==> src/rtl/cordic_pkg.sv <==
// Shared constants for the CORDIC math units: degree-based arctangent table,
// rotation gain, quadrant-fold angles and FSM state encodings.
package cordic_pkg;

  localparam int ATAN_N = 38;

  // atan(2^-i) in degrees, Q9.31 (value * 2^31), rounded to nearest
  localparam logic signed [39:0] ATAN_TAB [0:ATAN_N-1] = '{
    40'sd96636764160, 40'sd57048013011, 40'sd30142603327, 40'sd15300856101,
    40'sd7680119590,  40'sd3843803763,  40'sd1922370905,  40'sd961244113,
    40'sd480629390,   40'sd240315612,   40'sd120157920,   40'sd60078975,
    40'sd30039489,    40'sd15019745,    40'sd7509872,     40'sd3754936,
    40'sd1877468,     40'sd938734,      40'sd469367,      40'sd234684,
    40'sd117342,      40'sd58671,       40'sd29335,       40'sd14668,
    40'sd7334,        40'sd3667,        40'sd1833,        40'sd917,
    40'sd458,         40'sd229,         40'sd115,         40'sd57,
    40'sd29,          40'sd14,          40'sd7,           40'sd4,
    40'sd2,           40'sd1
  };

  // 1/prod(sqrt(1+2^-2i)) in Q2.30 (0.6072529350)
  localparam logic signed [31:0] CORDIC_K = 32'sh26DD3B6A;

  localparam logic signed [39:0] DEG_90  = 40'sd193273528320;
  localparam logic signed [39:0] DEG_180 = 40'sd386547056640;

  localparam logic [1:0] ST_IDLE = 2'd0;
  localparam logic [1:0] ST_PREP = 2'd1;
  localparam logic [1:0] ST_ROT  = 2'd2;
  localparam logic [1:0] ST_DONE = 2'd3;

endpackage

==> src/rtl/cordic_sincos_if.sv <==
// Start/done handshake and result bus of the iterative sin/cos CORDIC.
interface cordic_sincos_if;
  logic               start;
  logic signed [31:0] angle;
  logic               busy;
  logic               done;
  logic signed [31:0] cos_out;
  logic signed [31:0] sin_out;

  modport master (output start, angle, input busy, done, cos_out, sin_out);
  modport slave  (input start, angle, output busy, done, cos_out, sin_out);
endinterface

==> src/rtl/cordic_atan_rom.sv <==
// Combinational arctangent lookup, index -> atan(2^-idx) in Q9.31 degrees.
module cordic_atan_rom (
  input  logic [5:0]         idx,
  output logic signed [39:0] atan
);
  import cordic_pkg::*;

  always_comb begin
    atan = '0;
    if (idx < 6'(ATAN_N)) atan = ATAN_TAB[idx];
  end
endmodule

==> src/rtl/cordic_sincos.sv <==
// Iterative rotation-mode CORDIC: one micro-rotation per clock, angle in
// (Q9.23 degrees), cos/sin out (Q2.30) with a start/done handshake.
module cordic_sincos #(
  parameter int ITER = 30,
  parameter int XW   = 34,
  parameter int ZW   = 40
) (
  input logic            clk,
  input logic            rst_n,
  cordic_sincos_if.slave bus
);
  import cordic_pkg::*;

  localparam logic [5:0]          LAST   = 6'(ITER - 1);
  localparam logic signed [XW:0]  SAT_HI = (XW + 1)'(64'sd1073741824);
  localparam logic signed [ZW-1:0] Z_90  = ZW'(DEG_90);
  localparam logic signed [ZW-1:0] Z_180 = ZW'(DEG_180);

  logic [1:0]            state;
  logic [5:0]            cnt;
  logic signed [XW-1:0]  x, y;
  logic signed [ZW-1:0]  z;
  logic                  neg;
  logic signed [31:0]    angle_q;
  logic                  busy_q, done_q;
  logic signed [31:0]    cos_q, sin_q;

  logic signed [ZW-1:0]  z_in, z_fold, z_nxt, atan_z;
  logic                  neg_fold;
  logic signed [39:0]    atan_val;
  logic                  d;
  logic signed [XW-1:0]  x_sh, y_sh, x_nxt, y_nxt;

  // Clamp to +/-1.0 after optional negation; the extra bit keeps -x exact.
  function automatic logic signed [31:0] sat32(input logic signed [XW-1:0] v, input logic n);
    logic signed [XW:0] w;
    w = n ? -((XW + 1)'(v)) : (XW + 1)'(v);
    if (w > SAT_HI) w = SAT_HI;
    else if (w < -SAT_HI) w = -SAT_HI;
    return w[31:0];
  endfunction

  cordic_atan_rom u_rom (
    .idx  (cnt),
    .atan (atan_val)
  );

  assign atan_z = ZW'(atan_val);
  assign z_in   = $signed({angle_q, {(ZW - 32){1'b0}}});

  // Fold into [-90,+90]; the +/-90 boundaries stay unfolded.
  always_comb begin
    z_fold   = z_in;
    neg_fold = 1'b0;
    if (z_in > Z_90) begin
      z_fold   = z_in - Z_180;
      neg_fold = 1'b1;
    end else if (z_in < -Z_90) begin
      z_fold   = z_in + Z_180;
      neg_fold = 1'b1;
    end
  end

  always_comb begin
    d    = ~z[ZW-1];
    x_sh = x >>> cnt;
    y_sh = y >>> cnt;
    if (d) begin
      x_nxt = x - y_sh;
      y_nxt = y + x_sh;
      z_nxt = z - atan_z;
    end else begin
      x_nxt = x + y_sh;
      y_nxt = y - x_sh;
      z_nxt = z + atan_z;
    end
  end

  always_ff @(posedge clk or negedge rst_n) begin
    if (!rst_n) begin
      state   <= ST_IDLE;
      cnt     <= '0;
      x       <= '0;
      y       <= '0;
      z       <= '0;
      neg     <= 1'b0;
      angle_q <= '0;
      busy_q  <= 1'b0;
      done_q  <= 1'b0;
      cos_q   <= '0;
      sin_q   <= '0;
    end else begin
      done_q <= 1'b0;
      case (state)
        ST_IDLE: begin
          if (bus.start) begin
            angle_q <= bus.angle;
            busy_q  <= 1'b1;
            state   <= ST_PREP;
          end
        end
        ST_PREP: begin
          x     <= XW'(CORDIC_K);
          y     <= '0;
          z     <= z_fold;
          neg   <= neg_fold;
          cnt   <= '0;
          state <= ST_ROT;
        end
        ST_ROT: begin
          x   <= x_nxt;
          y   <= y_nxt;
          z   <= z_nxt;
          cnt <= cnt + 6'd1;
          if (cnt == LAST) state <= ST_DONE;
        end
        ST_DONE: begin
          cos_q  <= sat32(x, neg);
          sin_q  <= sat32(y, neg);
          done_q <= 1'b1;
          busy_q <= 1'b0;
          state  <= ST_IDLE;
        end
        default: state <= ST_IDLE;
      endcase
    end
  end

  assign bus.busy    = busy_q;
  assign bus.done    = done_q;
  assign bus.cos_out = cos_q;
  assign bus.sin_out = sin_q;

  angle_legal: assert property (@(posedge clk) disable iff (!rst_n)
    (state == ST_IDLE && bus.start) |-> (bus.angle >= -32'sh5A000000 && bus.angle <= 32'sh5A000000));

endmodule
==> src/flat_wrapper.sv <==
// flat-port wrapper written by rule: the top's interface ports become plain ports
module cordic_sincos_flat import cordic_pkg::*;
#(
  parameter int ITER = 30,
  parameter int XW   = 34,
  parameter int ZW   = 40
)
  (clk, rst_n, bus_start, bus_angle, bus_busy, bus_done, bus_cos_out, bus_sin_out);
  cordic_sincos_if bus_i ();
  input logic clk;
  input logic rst_n;
  input wire logic [$bits(bus_i.start)-1:0] bus_start;
  input wire logic [$bits(bus_i.angle)-1:0] bus_angle;
  output wire logic [$bits(bus_i.busy)-1:0] bus_busy;
  output wire logic [$bits(bus_i.done)-1:0] bus_done;
  output wire logic [$bits(bus_i.cos_out)-1:0] bus_cos_out;
  output wire logic [$bits(bus_i.sin_out)-1:0] bus_sin_out;
  assign bus_i.start = bus_start;
  assign bus_i.angle = bus_angle;
  assign bus_busy = bus_i.busy;
  assign bus_done = bus_i.done;
  assign bus_cos_out = bus_i.cos_out;
  assign bus_sin_out = bus_i.sin_out;
  cordic_sincos #(.ITER(ITER), .XW(XW), .ZW(ZW)) u_core (.clk(clk), .rst_n(rst_n), .bus(bus_i));
endmodule
==> config.mk <==
export PLATFORM = sky130hd
export DESIGN_NAME = cordic_sincos_flat
export DESIGN_NICKNAME = d
export VERILOG_FILES = /design/src/rtl/cordic_pkg.sv /design/src/rtl/cordic_sincos_if.sv /design/src/rtl/cordic_atan_rom.sv /design/src/rtl/cordic_sincos.sv /design/src/flat_wrapper.sv
export SDC_FILE = /design/constraint.sdc
export NUM_CORES = 1
export LEC_CHECK = 0
export CORE_ASPECT_RATIO = 1.5
export CORE_MARGIN = 2
export CORE_UTILIZATION = 45
export DETAILED_ROUTE_END_ITERATION = 12
export PLACE_DENSITY_LB_ADDON = 0.1
export SYNTH_ARGS = -nofsm -noshare
export SYNTH_HDL_FRONTEND = slang
export SYNTH_SLANG_ARGS = --single-unit
==> constraint.sdc <==
create_clock -name clk -period 8.4 [get_ports clk]
set_input_delay 1.68 -clock clk [delete_from_list [all_inputs] [get_ports clk]]
set_output_delay 1.68 -clock clk [all_outputs]
set_load 0.005 [all_outputs]
==> impl_metrics.tcl, run 1 <==
set metrics [dict create \
    status "finished, final reports clean" \
    die-area_mm2 0.05439 \
    path_clk_slew_ns 0.06 \
    syn_inst 2817 \
    drc_errors 0 \
    core_area_mm2 0.05181 \
    min_period_over_period_pct 90.41 \
    cts_hold_buf 0 \
    worst_slew_pin_slew_ns 1.199 \
    syn_avg_cell_area_um2 8.387 \
    tns_ns 0 \
    grt-ovfl-total 0 \
    path_class "reg -> reg" \
    cts_buffers 24 \
    drt_iter0_drc 1827 \
    period_needed_ns 7.594 \
    skew_ns 0.01707 \
    htreeDepth 1 \
    slew_headroom_pct 19.23 \
    chipWidth_um 191.1 \
    first_pass_iters 6 \
    setup_viol 0 \
    cp_max_fo 46 \
    yosysWarnings 0 \
    grt_pass1_vias 22050 \
    grt_max_degree 109 \
    clock_latency_ns 0.57 \
    syn_area_mm2 0.02363 \
    critPathLaunchType "flop" \
    cts_resized 0 \
    drive_gt1_share_pct 10.21 \
    max_cap_violations 0 \
    num_rows 102 \
    min_path_type "reg -> reg" \
    fin_nets 2953 \
    start_util_pct 45.60 \
    cts_max_path_buffers 3 \
    drt_wl_total_um 84890 \
    ys.flop_type "dfrtp_1" \
    yosysUniqueCellTypes 103 \
    fmax_mhz 131.7 \
    slew_violations 0 \
    ys_ff_latch 215 \
    vias_per_cell 6.363 \
    diodes 0 \
    vias 22130 \
    die_h_um 284.6 \
    grt_usage_pct 30.82 \
    fin_util_pct 49.70 \
    io_buffers 100 \
    nFillCells 5097 \
    cts_sinks 215 \
    cts_setup_buffers 0 \
    crit_path_end_kind "flop" \
    synth_edf_count 0 \
    ant_nets 0 \
    routabilityCongestion 1.014 \
    ys_seq_area_share_pct 22.77 \
    grt_pass1_wl_um 130400 \
    critical_path_arrival_ns 7.99 \
    cts_tree "yes" \
    area_growth_pct 9.003 \
    cts_root_buffer "clkbuf_16" \
    synthArstFlopShare_pct 100.0 \
    synth_fp_nets 2984 \
    hold_violations 0 \
    rsz0062_at_grt "no" \
    worstPathRequired_ns 8.80 \
    wl_per_cell_um 24.42 \
    dpl.hpwl_um 64290 \
    io_pins 101 \
    antenna_found_initial 1 \
]
==> synthesized netlist by cell type (all sizes together) (62+ instances only) <==
cell    instances  area, µm²
buf            79      462.9
nand3          62      315.3
o21ai         161      805.8
nor2          184      698.2
nand2         237      889.6
a21oi         215       1076
mux2           69      777.0
xor2           95      832.1
o22ai         115      782.0
mux4           82       1892
mux2i          76      760.7
a21o           64      480.5
dfrtp         215       5380
clkbuf        122      457.9
xnor2         162       1426
inv           169      634.4
ha            129       1614
==> worst paths after layout <==
check	slack, ns	from	to	cells after the start
hold / removal	0.50	u_core.z[27]	u_core.z[27]	1
min in group asynchronous	1.14	rst_n	u_core.bus.cos_out[15]	1
setup reg to reg	0.81	u_core.cnt[0]	u_core.y[32]	22
hold reg to reg	0.50	u_core.z[27]	u_core.z[27]	1
setup / recovery	0.81	u_core.cnt[0]	u_core.y[32]	22
max in group asynchronous	6.00	rst_n	u_core.cnt[1]	2
==> stage by stage <==
step | instance area [µm²] | hold WS, ns | setup slack (ns) | instances
2_1_floorplan | 23630 | 0.4573 | 1.933 | 2817
4_1_cts | 25750 | 0.5013 | 0.8902 | 3477
5_1_grt | 25750 | 0.5416 | 0.2783 | 3477
3_5_place_dp | 24970 | 0.4868 | 0.8941 | 3436
3_3_place_gp | 24970 | 0.4898 | 0.9894 | 3436
6_report | 25750 | 0.4954 | 0.8059 | 3477
==> registers in the layout, indices dropped and copies added (netlist names) <==
| register | flops |
|---|---|
| u_core.bus.done | 1 |
| u_core.neg | 1 |
| u_core.z | 40 |
| u_core.cnt | 6 |
| u_core.bus.cos_out | 32 |
| u_core.bus.busy | 1 |
| u_core.y | 34 |
| u_core.angle_q | 32 |
| u_core.x | 34 |
| u_core.state | 2 |
| u_core.bus.sin_out | 32 |
==> per-layer routing <==
layer  track usage, %  up-vias  share of wire (%)
met5                0        -              0.015
li1                 -    10300                  -
met4            18.38        2                6.7
met1            34.78    10840                 37
met3            3.865      236                5.1
met2            54.91      750                 51
==> cell type report <==
cell class / instances / area, µm² / share of cell area (%)
Multi-Input combinational cell: 2230 / 16710 / 64.90
Sequential cell: 215 / 5399 / 20.96
Timing Repair Buffer: 144 / 1374 / 5.335
Tap cell: 676 / 845.8 / 3.284
Clock buffer: 36 / 696.9 / 2.706
Inverter: 171 / 641.9 / 2.492
Clock inverter: 5 / 81.33 / 0.3158
==> cells in the final DEF, fill, tap and decap left out, drive strengths merged, types with 38 or more instances in the layout <==
cell type and n:
clkdlybuf4s50 99, a21oi 215, nand3 62, nor2 184, xor2 95, nor2b 38
o22ai 115, mux2 69, xnor2 162, a21o 64, ha 129, dfrtp 215
inv 170, a31oi 46, buf 45, nor3 57, nand2 237, mux2i 76
o21ai 161, mux4 82
==> worst max-delay path, cell delays in order (launching register included) <==
cell      delay, ns
dfrtp_4        0.87
buf_12         0.34
mux4_2         0.60
mux2_2         0.34
mux2i_1        0.56
o211ai_1       0.32
nor4_4         0.48
nand3_2        0.22
nor4_2         0.49
a41oi_1        0.24
xnor2_1        0.29
ha_1           0.35
a21o_1         0.18
a21oi_1        0.14
o21ai_0        0.11
a41oi_1        0.37
o21a_1         0.20
o41ai_1        0.14
o31a_1         0.29
or4_1          0.41
a31oi_1        0.21
xor2_1         0.17
o22ai_1        0.08
==> kinds of logic after synthesis <==
| group | Yosys count | synth area share (%) |
|---|---|---|
| buf+inv | 372 | 6.615 |
| flops | 215 | 22.77 |
| fa+ha+maj | 132 | 7.086 |
| compound gates | 858 | 23.72 |
| simple gates | 756 | 15.73 |
| mux | 227 | 14.52 |
| xor+xnor | 257 | 9.559 |
Power of run 1 is left out: the tool's default activity adds up to more than one toggle a clock period on the data nets, which glitch-free logic cannot reach.
==> run 2, diff against run 1 <==
- ABC_AREA: not set -> 1
- CTS_BUF_LIST: not set -> sky130_fd_sc_hd__clkbuf_16
==> run 2 against run 1 <==
Via count rose by 26%. Register-to-register slack better by 0.88 ns. Core utilization increased by 0.10 points. Worst hold slack worse by 0.020 ns. Global-route usage up 5.7 points. Critical endpoint is now u_core.z[39]. Synthesized cell count rose by 45%. Clock-buffer cell count down 10. Sequential cell count unchanged.
==> impl_metrics.tcl, run 2 <==
set metrics [dict create \
    grt_util_met3_pct 5.227 \
    grt_max_degree 119 \
    cts_buffers 26 \
    cts_root_buffer "clkbuf_16" \
    path_clk_slew_ns 0.07 \
    tns_ns 0 \
    critical_path.max_stage_delay_ns 0.97 \
    cts_max_path_buffers 3 \
    path_class "reg -> reg" \
    rsz0062_at_grt "no" \
    cts_sinks 215 \
    critical_path_arrival_ns 7.27 \
    area_growth_pct 9.437 \
    vias_per_cell 5.811 \
    io_pins 101 \
    min_path_type "reg -> reg" \
    crit_path_end_kind "flop" \
    cts_resized 0 \
    die_h_um 289.2 \
    yosysWarnings 0 \
    setup_viol 0 \
    ys_ff_latch 215 \
    grt_busiest_layer "met2" \
    ant_nets 0 \
    syn_area_mm2 0.02440 \
    antenna_found_initial 1 \
    startpoint "u_core.cnt[0]" \
    fmax_mhz 148.9 \
    chipWidth_um 194.1 \
    worst_slew_pin_slew_ns 1.241 \
    hold_violations 0 \
    num_rows 104 \
    io_buffers 100 \
    die-area_mm2 0.05613 \
    max_cap_violations 0 \
    slew_headroom_pct 17.29 \
    grt-ovfl-total 0 \
    synthArstFlopShare_pct 100.0 \
    syn_inst 4072 \
    period_needed_ns 6.714 \
    routabilityCongestion 1.015 \
    slew_violations 0 \
    use_met2_pct 65.19 \
    top_register "u_core.z" \
    grt_usage_pct 36.50 \
    rr_startpoint "u_core.cnt[0]" \
    drive_gt1_share_pct 3.271 \
    min_from "u_core.bus.sin_out[7]" \
    largestRegisters "u_core.z: 40 flops, u_core.x: 34 flops, u_core.y: 34 flops" \
    syn_avg_cell_area_um2 5.991 \
    crit_slowest_cell "dfrtp_2" \
    fin_nets 4246 \
    first_pass_iters 9 \
    ys.flop_type "dfrtp_1" \
    grt_pass1_wl_um 158100 \
    dpl.hpwl_um 81790 \
    cts_tree "yes" \
    mostFrequentLayoutCells "1205 x nand2_1, 518 x nand3_1, 433 x nor2_1" \
    skew_ns 0.05089 \
    start_util_pct 45.51 \
    yosysMostFrequentCell "nand2_1" \
    critPathTopFamily "compound AO/OA/AOI/OAI gates" \
    min_period_over_period_pct 79.93 \
    worstPathRequired_ns 8.95 \
    synth_edf_count 0 \
    drt_wl_total_um 104600 \
    status "finished, final reports clean" \
    yosys.area.top_type_share_pct 22.05 \
    clock_latency_ns 0.62 \
    drc_errors 0 \
    synth_area_leaders "dfrtp_1 22%, nand2_1 19%, nand3_1 11%" \
    cp_max_fo 49 \
    grt_use_met1_pct 37.81 \
    yosysUniqueCellTypes 60 \
    cts_setup_buffers 0 \
    vias 27820 \
    critical_path_buf_inv_count 3 \
    layout_commonest_cell "nand2_1" \
    grt_pass1_vias 27430 \
    cts_hold_buf 0 \
    synth_fp_nets 4239 \
    cpMostUsedCell "nand2_1" \
    wl_per_cell_um 21.86 \
    htreeDepth 1 \
    core_area_mm2 0.05361 \
    synth_largest_area_cell "dfrtp_1" \
    critPathLaunchType "flop" \
    largest_register_ffs 40 \
    ys_top_cells_by_count "1206 x nand2_1, 518 x nand3_1, 435 x nor2_1" \
    drt_iter0_drc 2023 \
    ys_seq_area_share_pct 22.05 \
]
run 2: path summary, 6_finish.rpt:
| path | cells after the start | endpoint | slack, ns |
|---|---|---|---|
| worst min-delay path | 2 | u_core.bus.sin_out[7] | 0.48 |
| worst min register to register | 2 | u_core.bus.sin_out[7] | 0.48 |
| max in group asynchronous | 2 | u_core.cnt[2] | 6.02 |
| worst max-delay path | 27 | u_core.z[39] | 1.69 |
| min in group asynchronous | 1 | u_core.bus.cos_out[15] | 1.11 |
| worst max register to register | 27 | u_core.z[39] | 1.69 |
run 2: kinds of logic (layout without fill, tap and decap cells):
logic type      after synthesis  in the layout  share of synthesized area [%]
xor+xnor                    175            175                          6.282
fa+ha+maj                   132            132                          6.862
compound gates              660            660                          15.47
simple gates               2324           2324                          40.04
flops                       215            215                          22.05
other cells                   0              1                              0
buf+inv                     566            591                          9.293
run 2: layout make-up:
| type | count | area (µm²) |
|---|---|---|
| Antenna cell | 1 | 2.502 |
| Sequential cell | 215 | 5385 |
| Multi-Input combinational cell | 3291 | 16760 |
| Clock inverter | 20 | 211.5 |
| Timing Repair Buffer | 136 | 1289 |
| Inverter | 409 | 1535 |
| Tap cell | 689 | 862.1 |
| Fill cell | 5908 | 26910 |
| Clock buffer | 26 | 650.6 |
run 2: worst reg2reg max path: stages (launching register included):
cell and delay (ns):
dfrtp_2 0.97, inv_2 0.46, ha_1 0.51, nor2_1 0.09, nand2_1 0.12, o21ai_0 0.11, a21oi_1 0.14, o2111ai_1 0.23
ha_1 0.30, nand2_1 0.09, nor2_1 0.06, a21oi_1 0.17, xor2_1 0.37, ha_1 0.38, a21oi_1 0.23, o21ai_0 0.11
a21oi_1 0.24, inv_1 0.11, a21boi_0 0.65, o21ai_0 0.35, nand3_1 0.14, nand2_1 0.17, nand2_1 0.16, nand3_1 0.10
o21bai_1 0.17, nand3_1 0.11, nand2_1 0.07, inv_1 0.05
run 2: routing by layer:
metal  routed length (µm)  vias to the layer above  share of wire (%)
li1                     -                    13520                  -
met1                36900                    12780                 35
met5                    0                        -                  0
met3                 6339                      426                6.1
met4                10360                        0                9.9
met2                51020                     1091                 49
run 2: per-stage QoR:
stage	worst slack (ns)	std cells	util [%]	hold WS, ns	cell area (µm²)
6_report	1.686	4787	49.80	0.4755	26700
5_1_grt	1.441	4786	49.80	0.5019	26700
4_1_cts	1.904	4786	49.80	0.4820	26700
3_5_place_dp	1.960	4740	48.19	0.4658	25830
3_3_place_gp	1.955	4740	48.19	0.4619	25830
2_1_floorplan	4.061	4072	-	0.4581	24400
Power of run 2 is left out for the same reason.
